===== config.mk =====
export PLATFORM = sky130hd
export DESIGN_NAME = cipher_round_ctrl_scan
export DESIGN_NICKNAME = d
export VERILOG_FILES = /design/src/rtl/cipher_ctrl_pkg.sv /design/src/rtl/scan_register_ar.sv /design/src/rtl/cipher_round_ctrl_scan.sv
export SDC_FILE = /design/constraint.sdc
export NUM_CORES = 1
export LEC_CHECK = 0
export ABC_AREA = 1
export CAP_MARGIN = 20
export CELL_PAD_IN_SITES_DETAIL_PLACEMENT = 2
export CELL_PAD_IN_SITES_GLOBAL_PLACEMENT = 2
export CORE_MARGIN = 2
export CORE_UTILIZATION = 24
export DETAILED_ROUTE_END_ITERATION = 16
export PLACE_DENSITY_LB_ADDON = 0.1
export SLEW_MARGIN = 10
export SYNTH_ARGS = -nofsm -noshare
export SYNTH_HDL_FRONTEND = slang
export SYNTH_HIERARCHICAL = 1
export SYNTH_SLANG_ARGS = --single-unit

===== constraint.sdc =====
create_clock -name clk -period 1.9 [get_ports clk]
set_clock_uncertainty 0.05 [all_clocks]
set_input_delay 0.38 -clock clk [delete_from_list [all_inputs] [get_ports clk]]
set_output_delay 0.38 -clock clk [all_outputs]
set_load 0.005 [all_outputs]

===== src/rtl/cipher_ctrl_pkg.sv =====
// Shared definitions for the cipher round controller: state encoding and widths.
package cipher_ctrl_pkg;

    localparam int unsigned STATE_W = 2;

    typedef enum logic [STATE_W-1:0] {
        IDLE  = 2'd0,
        LOAD  = 2'd1,
        ROUND = 2'd2,
        LAST  = 2'd3
    } state_e;

endpackage


===== src/rtl/scan_register_ar.sv =====
// Register segment with async active-low reset, sync clear, enable and scan shift.
// Shift enters at bit 0 and leaves from the MSB.
module scan_register_ar #(
    parameter int unsigned WIDTH = 1
) (
    input  logic             clk,
    input  logic             rst_n,
    input  logic             scan_enable,
    input  logic             scan_in,
    input  logic             clr,
    input  logic             en,
    input  logic [WIDTH-1:0] d,
    output logic [WIDTH-1:0] q,
    output logic             scan_out
);

    logic [WIDTH-1:0] shifted;

    // Concatenate then truncate so the WIDTH=1 case needs no special slice.
    assign shifted  = WIDTH'({q, scan_in});
    assign scan_out = q[WIDTH-1];

    always_ff @(posedge clk or negedge rst_n) begin
        if (!rst_n) begin
            q <= '0;
        end else if (scan_enable) begin
            q <= shifted;
        end else if (clr) begin
            q <= '0;
        end else if (en) begin
            q <= d;
        end
    end

endmodule


===== src/rtl/cipher_round_ctrl_scan.sv =====
// Round-sequencing controller for iterative Feistel datapaths with optional scan chain.
// Scan chain built only when CIPHER_ROUND_CTRL_SCAN_EN is defined.
module cipher_round_ctrl_scan
    import cipher_ctrl_pkg::*;
#(
    parameter  int unsigned ROUNDS = 16,
    localparam int unsigned CNT_W  = $clog2(ROUNDS)
) (
    input  logic             clk,
    input  logic             rst_n,
    input  logic             start,
    input  logic             mode_decrypt,
    input  logic             abort,
    output logic             busy,
    output logic             done,
    output logic [CNT_W-1:0] round,
    output logic [CNT_W-1:0] key_idx,
    output logic             ld_l_r,
    output logic             sel_l_r,
    output logic             ld_output,
    input  logic             scan_enable,
    input  logic             scan_in,
    output logic             scan_out
);

    localparam logic [CNT_W-1:0] CNT_PRE_LAST = CNT_W'(ROUNDS - 2);
    localparam logic [CNT_W-1:0] CNT_LAST     = CNT_W'(ROUNDS - 1);

    logic               scan_en_int;
    logic               scan_in_int;
    state_e             state_q;
    state_e             state_d;
    logic [STATE_W-1:0] state_bits_q;
    logic [STATE_W-1:0] state_bits_d;
    logic [CNT_W-1:0]   cnt_q;
    logic [CNT_W-1:0]   cnt_d;
    logic               cnt_clr;
    logic               cnt_en;
    logic               mode_en;
    logic               mode_q;
    logic               done_q;
    logic               done_d;
    logic               cnt_so;
    logic               state_so;
    logic               mode_so;
    logic               done_so;

`ifdef CIPHER_ROUND_CTRL_SCAN_EN
    assign scan_en_int = scan_enable;
    assign scan_in_int = scan_in;
    assign scan_out    = done_so;
`else
    logic unused_scan;
    assign scan_en_int = 1'b0;
    assign scan_in_int = 1'b0;
    assign scan_out    = 1'b0;
    assign unused_scan = ^{scan_enable, scan_in, done_so};
`endif

    // Next state and register controls
    always_comb begin
        state_d = state_q;
        cnt_clr = 1'b0;
        cnt_en  = 1'b0;
        mode_en = 1'b0;
        case (state_q)
            IDLE: begin
                if (start && !abort) state_d = LOAD;
            end
            LOAD: begin
                cnt_clr = 1'b1;
                mode_en = 1'b1;
                state_d = abort ? IDLE : ROUND;
            end
            ROUND: begin
                cnt_en = 1'b1;
                if (abort)                      state_d = IDLE;
                else if (cnt_q == CNT_PRE_LAST) state_d = LAST;
            end
            LAST: begin
                state_d = start ? LOAD : IDLE;
            end
            default: state_d = IDLE;
        endcase
    end

    assign state_bits_d = STATE_W'(state_d);
    assign state_q      = state_e'(state_bits_q);
    assign cnt_d        = cnt_q + CNT_W'(1);
    assign done_d       = (state_q == LAST);

    // Chain: scan_in -> counter -> state -> mode -> done_reg -> scan_out
    scan_register_ar #(.WIDTH(CNT_W)) u_cnt (
        .clk(clk), .rst_n(rst_n), .scan_enable(scan_en_int), .scan_in(scan_in_int),
        .clr(cnt_clr), .en(cnt_en), .d(cnt_d), .q(cnt_q), .scan_out(cnt_so)
    );

    scan_register_ar #(.WIDTH(STATE_W)) u_state (
        .clk(clk), .rst_n(rst_n), .scan_enable(scan_en_int), .scan_in(cnt_so),
        .clr(1'b0), .en(1'b1), .d(state_bits_d), .q(state_bits_q), .scan_out(state_so)
    );

    scan_register_ar #(.WIDTH(1)) u_mode (
        .clk(clk), .rst_n(rst_n), .scan_enable(scan_en_int), .scan_in(state_so),
        .clr(1'b0), .en(mode_en), .d(mode_decrypt), .q(mode_q), .scan_out(mode_so)
    );

    scan_register_ar #(.WIDTH(1)) u_done (
        .clk(clk), .rst_n(rst_n), .scan_enable(scan_en_int), .scan_in(mode_so),
        .clr(1'b0), .en(1'b1), .d(done_d), .q(done_q), .scan_out(done_so)
    );

    // Enables decode straight from the state register and are gated off while shifting
    assign busy      = (state_q != IDLE) & ~scan_en_int;
    assign ld_l_r    = ((state_q == LOAD) | (state_q == ROUND)) & ~scan_en_int;
    assign sel_l_r   = (state_q == ROUND) & ~scan_en_int;
    assign ld_output = (state_q == LAST) & ~scan_en_int;
    assign done      = done_q & ~scan_en_int;

    assign round   = cnt_q;
    assign key_idx = mode_q ? (CNT_LAST - cnt_q) : cnt_q;

endmodule

==> impl_results.md, run 1 <==
* Status: completed
* Core area at 3078 um^2
* Metal-1 WL at 896 um
* Final Hold Vio Count at 0
* Fmax at ~0.55 GHz
* Die area at 3748 um^2
* Metal3 WL at 84 um
* VDD IR-drop max at 0.0002837 V
* Placed cells at 201
* NumNets Final at 181
* Worst skew pair latency at 270 ps
* Fraction of layout cells with a size suffix above 1 at between 10% and 20%
* Worst hold path type: in -> async
* Pwr/cell area at 834.2 nW/um^2
* Num CTS Buffers at 3
* Critical path launch point type: flip-flop
* First-pass iteration count of the detailed router at 4
* Non-filler cells, final at 209
* Final Setup Violations at 0
* Synthesized instance count at 122
* DR WL met2 at 1184 um
* CTS H-Tree Depth at 1
* Critical path peak fanout at 2
* Post-layout util at 37.11%
* Die span in x at 61.22 um
* Critical Path AT at 1400 ps
* Initial antenna violation count at 0
* Setup Crit Path Kind: reg -> out
* Max clock buf depth at 2
* First-pass GRT wire length at approximately 3600 um
* CTS root buf: clkbuf_4
* Flop pwr share at 29.2%
* Final period utilization at 96.47%
* Final ANT Viol Nets at 0
* Grt ovf at 0
* LEAKAGE at 0.6931 nW
* Row Count at 20
* Post-DP HPWL at 1704 um
* Filler cell count at slightly above 400
* I/O pins at 21
* Vias at 828
* Top Layer Used: met4
* Maxcap violations at 0
* GRT Overall Usage at 13.57%
* Clk sinks at 8
* Crit path time final at ~1800 ps
* CTS tree: yes
* Most common cell after layout, fill and taps aside: nand2_1
* Fin worst setup slack at 67.01 ps
* Initial Util at roughly 26%
* Die Ht at 61.22 um
* Vias per inst at between 3 and 4
* Design internal power at 0.0005749 W
* Starting DRT DRC Count at 3
* Pre-CTS setup slack at between 150 and 200 ps
* Largest net degree at the start of global routing at 9
* Commonest non-fill, non-tap cells in the layout: 47 x nand2_1, 26 x inv_1, 22 x conb_1
* Clock network power share at 15.0%
* GP Congestion at 0.7511
* Clk pin slew, worst setup/hold paths at about 60 ps
* Net Sw Power at approximately 0.00038 W
* Diodes inserted at 0
* Count of final max-slew check failures at 0
* Synth Cell Area at 785.8 um^2
* Crit-path cells: inv_2 -> ha_2 -> clkdlybuf4s50_1
* Worst Path Required at 1470 ps
* Final Power at 0.0009530 W
* I/O Buffers at 17
* Mean post-synth cell area at between 6 and 7 um^2
* Comb power frac at between 50% and 60%
* P&R area growth vs syn at 45.38%
* Critical Path Max Stage Delay at ~500 ps
* Wire per inst at about 10 um
* Hold Worst Slack at 360.2 ps
* Final wirelength at 2182 um
* Vias in the first global route at 848
* R2r setup slk at 340 ps
* Synth warnings at 6
* Switching share of power at about two fifths
* Worst path slowest cell: clkdlybuf4s50_1
* CP endpoint kind: output port
* Post-route DRC at 0
==> worst paths after layout <==
kind,from,to,cells past startpoint
setup / recovery,u_state/q[0],sel_l_r,3
hold / removal,rst_n,u_done/q,1
setup reg to reg,u_state/q[0],u_state/q[1],12
hold reg to reg,u_cnt/q[1],u_cnt/q[1],3
max in group asynchronous,rst_n,u_state/q[1],1
min in group clk,u_cnt/q[1],u_cnt/q[1],3
==> final cells by class <==
class                           count  area, um^2  area share, %
Inverter                           28       105.1          9.200
Tap cell                           44       55.05          4.819
Sequential cell                     8       207.7          18.18
Multi-Input combinational cell    102       528.0          46.22
Clock buffer                        3       22.52          1.972
Timing Repair Buffer               24       224.0          19.61
==> power by group through the flow <==
stage,clock network [W],logic (W),registers [W]
final,0.000143,0.000532,0.000278
after global routing,0.000157,0.000611,0.000289
after detailed placement,0,0.000508,0.000287
after CTS,0.000155,0.000511,0.000288
after floorplan,0,0.000292,0.000261
after global placement,0,0.000486,0.000285
==> critical path: cells and delay by family, from the launching register on <==
family / cells / cell delay [ps]
buffers and inverters: 2 / 560
adder cells (fa/ha/maj): 1 / 180
flip-flops: 1 / 390
==> layer usage <==
metal / track usage (%) / vias to the layer above
met5: 0 / -
met4: 2.795 / 0
met3: 4.412 / 2
met2: 25.08 / 14
met1: 15.10 / 395
li1: - / 417
==> state kept, by name, indices dropped and copies added (netlist names) <==
| signal | cells |
|---|---|
| u_cnt/q | 4 |
| u_state/q | 2 |
| u_done/q | 1 |
| u_mode/q | 1 |
==> metrics by stage <==
step | TNS, ps | area (um^2)
final | 0 | 1142
after detailed placement | 0 | 1071
after floorplan | 0 | 860.8
after global routing | -19.48 | 1142
after CTS | 0 | 1111
after global placement | 0 | 1071
==> timing repair <==
item	4_1_cts	5_1_grt
resized for setup	8	5
hold buffers	0	0
pin swaps	0	1
gates cloned	0	0
setup buffers	2	3
endpoints found under the setup margin	8	5
Power figures use the tool's default switching activity.
==> inputs of run 2 (changes only) <==
--- a/config.mk
+++ b/config.mk
@@ -6,10 +6,10 @@
 export NUM_CORES = 1
 export LEC_CHECK = 0
 export ABC_AREA = 1
-export CAP_MARGIN = 20
+export CAP_MARGIN = 5
 export CELL_PAD_IN_SITES_DETAIL_PLACEMENT = 2
 export CELL_PAD_IN_SITES_GLOBAL_PLACEMENT = 2
-export CORE_MARGIN = 2
+export CORE_MARGIN = 3
 export CORE_UTILIZATION = 24
 export DETAILED_ROUTE_END_ITERATION = 16
 export PLACE_DENSITY_LB_ADDON = 0.1
==> impl_results.md, run 2 (synthesis results as in run 1) <==
* Net Sw Power at 0.0003926 W
* Status: completed
* Die Ht at around 63 um
* Pre-CTS setup slack at between 100 and 150 ps
* Wire per inst at between 10 and 15 um
* GRT Overall Usage at 12.31%
* Flop pwr share at between 20 and 30%
* Final ANT Viol Nets at 0
* Switching share of power at 39.71%
* Pwr/cell area at 839.8 nW/um^2
* Row Count at 20
* I/O Buffers at 17
* Vias at 844
* Reg-to-reg critical path startpoint: u_state/q[0]
* Clock network power share at between 10% and 20%
* GP Congestion at 0.6820
* Fmax at between 0.5 and 0.6 GHz
* Register area at 206.4 um^2
* CTS H-Tree Depth at 1
* VDD IR-drop max at 0.0002502 V
* I/O pins at 21
* LEAKAGE at 0.7259 nW
* Worst hold path type: in -> async
* Clk sinks at 8
* Final period utilization at a little over nine tenths
* Maxcap violations at 0
* Post-route DRC at 0
* Fraction of layout cells with a size suffix above 1 at approximately 16%
* Core area at about 3000 um^2
* Largest register by flop count: u_cnt/q
* CP endpoint kind: output port
* Largest net degree at the start of global routing at 9
* Filler cell count at 396
* CTS root buf: clkbuf_4
* Worst skew pair latency at 260 ps
* Critical path peak fanout at 6
* Max FFs per register at 4
* Hold Worst Slack at between 300 and 400 ps
* Vias in the first global route at 866
* Fin worst setup slack at roughly 67 ps
* Clk pin slew, worst setup/hold paths at approximately 60 ps
* Starting DRT DRC Count at 9
* Diodes inserted at 0
* First-pass GRT wire length at 3843 um
* Vias per inst at 3.944
* Final wirelength at ~2300 um
* Crit path time final at 1833 ps
* Placed cells at 201
* Post-DP HPWL at between 1500 and 2000 um
* Worst Path Required at 1470 ps
* NumNets Final at 186
* Post-layout util at 38.25%
* First-pass iteration count of the detailed router at 3
* P&R area growth vs syn at 49.84%
* Design internal power at 0.0005961 W
* CTS tree: yes
* Footprint of the multi-input gates at 528.0 um^2
* CTS Hold Bufs at 0
* CP startpoint: u_mode/q
* Final Hold Vio Count at 0
* Critical Path AT at 1400 ps
* Initial Util at 25.53%
* Die span in x at ~63 um
* Most common cell after layout, fill and taps aside: nand2_1
* Comb power frac at 57.7%
* Grt ovf at 0
* Initial antenna violation count at 0
* Non-filler cells, final at between 200 and 250
* Final Setup Violations at 0
* Die area at roughly 4000 um^2
* Commonest non-fill, non-tap cells in the layout: 47 x nand2_1, 26 x inv_1, 22 x conb_1
* Critical path launch point type: flip-flop
* Count of final max-slew check failures at 0
* Setup Crit Path Kind: reg -> out
* Biggest registers after layout: u_cnt/q: 4 flops, u_state/q: 2 flops
* Max clock buf depth at 2
* Num CTS Buffers at 3
[run 2: cell count changes in the layout (fill, tap and decap cells not counted), sizes merged]
cell and delta:
dlygate4sd2 +1, buf +5, clkdlybuf4s50 -1
[run 2: power groups by stage]
stage	sequential (W)	combinational, W	clock, W
5_1_grt	0.000286	0.000650	0.000163
2_1_floorplan	0.000261	0.000292	0
3_5_place_dp	0.000288	0.000518	0
4_1_cts	0.000287	0.000525	0.000153
3_3_place_gp	0.000284	0.000490	0
6_report	0.000275	0.000571	0.000143
[run 2: metal layers]
| layer | vias to the layer above | global-route usage (%) | wire length [um] |
|---|---|---|---|
| li1 | 426 | - | - |
| met4 | 0 | 2.426 | 13 |
| met5 | - | 0 | 0 |
| met1 | 400 | 14.39 | 933 |
| met3 | 3 | 3.743 | 122 |
| met2 | 15 | 22.13 | 1206 |
[run 2: path summary, 6_finish.rpt]
kind / endpoint / slack (ps) / cells after the start
max: key_idx[2] / 70 / 2
min: u_cnt/q[2] / 370 / 1
max reg2reg: u_state/q[0] / 370 / 13
min reg2reg: u_cnt/q[2] / 630 / 3
max in group asynchronous: u_cnt/q[0] / 1110 / 1
min in group clk: u_cnt/q[2] / 630 / 3
[run 2: timing repair]
action | CTS | global route
gates resized for setup | 9 | 4
setup endpoints to repair | 8 | 4
setup buffers | 4 | 6
pin swaps | 0 | 2
[run 2: area by class of cell]
| class | instances | share of cell area (%) |
|---|---|---|
| clock buffer | 3 | 1.913 |
| multi-input combinational | 102 | 44.85 |
| sequential | 8 | 17.53 |
| inverter | 28 | 8.927 |
| tap | 44 | 4.676 |
| timing repair buffer | 29 | 22.10 |
[run 2: worst max-delay path: stages, from the launching register on]
cell	delay (ps)
dfrtp_2	460
xor2_1	170
clkdlybuf4s50_1	520
[run 2: per-stage QoR]
stage / setup TNS (ps) / total power [W] / area, um^2
global placement: 0 / 0.0007737 / 1071
detailed placement: 0 / 0.0008060 / 1071
CTS: 0 / 0.0009644 / 1125
floorplan: 0 / 0.0005529 / 860.8
finish: 0 / 0.0009887 / 1177
global route: -30.83 / 0.001099 / 1177
==> inputs of run 3 (changes only) <==
--- a/config.mk
+++ b/config.mk
@@ -9,7 +9,6 @@
 export CAP_MARGIN = 5
 export CELL_PAD_IN_SITES_DETAIL_PLACEMENT = 2
 export CELL_PAD_IN_SITES_GLOBAL_PLACEMENT = 2
-export CORE_MARGIN = 3
 export CORE_UTILIZATION = 24
 export DETAILED_ROUTE_END_ITERATION = 16
 export PLACE_DENSITY_LB_ADDON = 0.1
==> constraint.sdc (replaced) <==
create_clock -name clk -period 1.7 [get_ports clk]
set_clock_uncertainty 0.05 [all_clocks]
set_input_delay 0.34 -clock clk [delete_from_list [all_inputs] [get_ports clk]]
set_output_delay 0.34 -clock clk [all_outputs]
set_load 0.005 [all_outputs]
==> impl_results.md, run 3 (synthesis results as in run 1) <==
* Biggest registers after layout: u_cnt/q: 4 flops, u_state/q: 2 flops
* Num CTS Buffers at 3
* Post-route DRC at 0
* Hold Worst Slack at 343.3 ps
* Pre-CTS setup slack at 36.86 ps
* R2r worst-path depth at 13
* Largest register by flop count: u_cnt/q
* Status: completed
* Final Setup Violations at 0
* Final ANT Viol Nets at 0
* Final Hold Vio Count at 0
* Wire per inst at approximately 11 um
* Count of final max-slew check failures at 0
* CTS tree: yes
* P&R area growth vs syn at 55.25%
* Footprint of the multi-input gates at 545.5 um^2
* Max clock buf depth at 2
* Worst skew pair latency at 260 ps
* GRT Overall Usage at 15.15%
* Crit path time final at 1657 ps
* Vias per inst at 3.894
* Fin worst setup slack at about 43 ps
* Fmax at 0.6037 GHz
* R2r setup slk at around 120 ps
* Filler cell count at 386
* Pwr/cell area at 918.1 nW/um^2
* Vias in the first global route at 851
* CTS root buf: clkbuf_4
* Grt ovf at 0
* Setup Crit Path Kind: reg -> out
* GP Congestion at between 0.7 and 0.8
* Core area at slightly above 3000 um^2
* Busiest grt layer: met2
* Row Count at 20
* I/O Buffers at 17
* Diodes inserted at 0
* Fraction of layout cells with a size suffix above 1 at 20.11%
* CTS H-Tree Depth at 1
* Final wirelength at 2390 um
* Vias at 849
* Critical path launch point type: flip-flop
* M1 GR Usage at 18.46%
* First-pass GRT wire length at 3815 um
* Largest net degree at the start of global routing at 9
* Worst Path Required at between 1000 and 1500 ps
* RSZ-0062 raised after global routing: true
* Clk pin slew, worst setup/hold paths at 60 ps
* Die area at 3507 um^2
* Starting DRT DRC Count at 6
* Initial Util at about a quarter
* GR Util met2 at 27.13%
* Die Ht at about 59 um
* VDD IR-drop max at 0.0003557 V
* LEAKAGE at 0.7382 nW
* Worst hold path type: in -> async
* First-pass iteration count of the detailed router at 4
* Reg-to-reg critical path endpoint: u_state/q[1]
* I/O pins at 21
* Reg-to-reg critical path startpoint: u_state/q[1]
* Maxcap violations at 0
* Die span in x at approximately 60 um
* Register area at roughly 200 um^2
* NumNets Final at 190
* Post-DP HPWL at between 1500 and 2000 um
* Initial antenna violation count at 0
* Clk sinks at 8
* Max FFs per register at 4
* CP endpoint kind: output port
* Grt met3 use at 4.585%
* Critical path peak fanout at 5
* Most common cell after layout, fill and taps aside: nand2_1
* Final period utilization at 97.44%
* Critical Path AT at 1270 ps
* Commonest non-fill, non-tap cells in the layout: 47 x nand2_1, 25 x inv_1, 22 x conb_1
[run 3: changes by cell type in the layout (fill, tap and decap cells not counted), moves of 2 or more]
cell	change
ha_2	+2
clkdlybuf4s50_1	-3
dlygate4sd2_1	+4
ha_1	-3
buf_4	+3
[run 3: worst max-delay path, cell delays in order, from the launching register on]
cell and delay, ps:
dfrtp_2 450, inv_2 80, ha_1 220, dlygate4sd2_1 260
[run 3: metal layers]
layer  vias to the layer above  routed length (um)
met5                         -                   0
met4                         0                   0
met3                         0                  97
met2                        17                1242
met1                       401                1050
li1                        431                   -
[run 3: worst max-delay path by stage]
stage,cells after the start,from,end
2_1_floorplan,12,u_state/q[0],u_state/q[0]
3_3_place_gp,3,u_state/q[1],ld_l_r
3_5_place_dp,3,u_state/q[1],ld_l_r
4_1_cts,3,u_state/q[0],ld_output
5_1_grt,3,u_state/q[0],ld_l_r
6_report,3,u_state/q[1],ld_l_r
[run 3: repair_timing]
| item | 4_1_cts | 5_1_grt |
|---|---|---|
| endpoints found under the setup margin | 8 | 7 |
| pin swaps | 1 | 0 |
| resized for setup | 15 | 6 |
| setup buffers | 6 | 5 |
| endpoints found under the hold margin | 0 | 0 |
| hold buffers | 0 | 0 |
[run 3: layout make-up]
cell class	count	share of cell area [%]
Inverter	28	8.615
Timing Repair Buffer	33	23.49
Sequential cell	8	16.82
Multi-Input combinational cell	102	44.72
Tap cell	44	4.513
Clock buffer	3	1.846
[run 3: through the flow]
stage                     TNS (ps)  utilization, %  total power (W)  cells  area, um^2
final                            0           39.63         0.001120    218        1220
after CTS                   -10.27           37.97         0.001094    213        1169
after floorplan                  0               -        0.0006180    142       860.8
after global routing        -30.54           39.63         0.001239    218        1220
after global placement           0           35.53        0.0008911    204        1094
after detailed placement         0           35.53        0.0009170    204        1094
[run 3: report_power, final]
| part | switching, W | leakage (nW) | internal (W) |
|---|---|---|---|
| Clock | 0.0000729 | 0.0138 | 0.0000814 |
| Combinational | 0.000327 | 0.629 | 0.000357 |
| Sequential | 0.0000444 | 0.0957 | 0.000237 |
| Total | 0.000445 | 0.738 | 0.000675 |
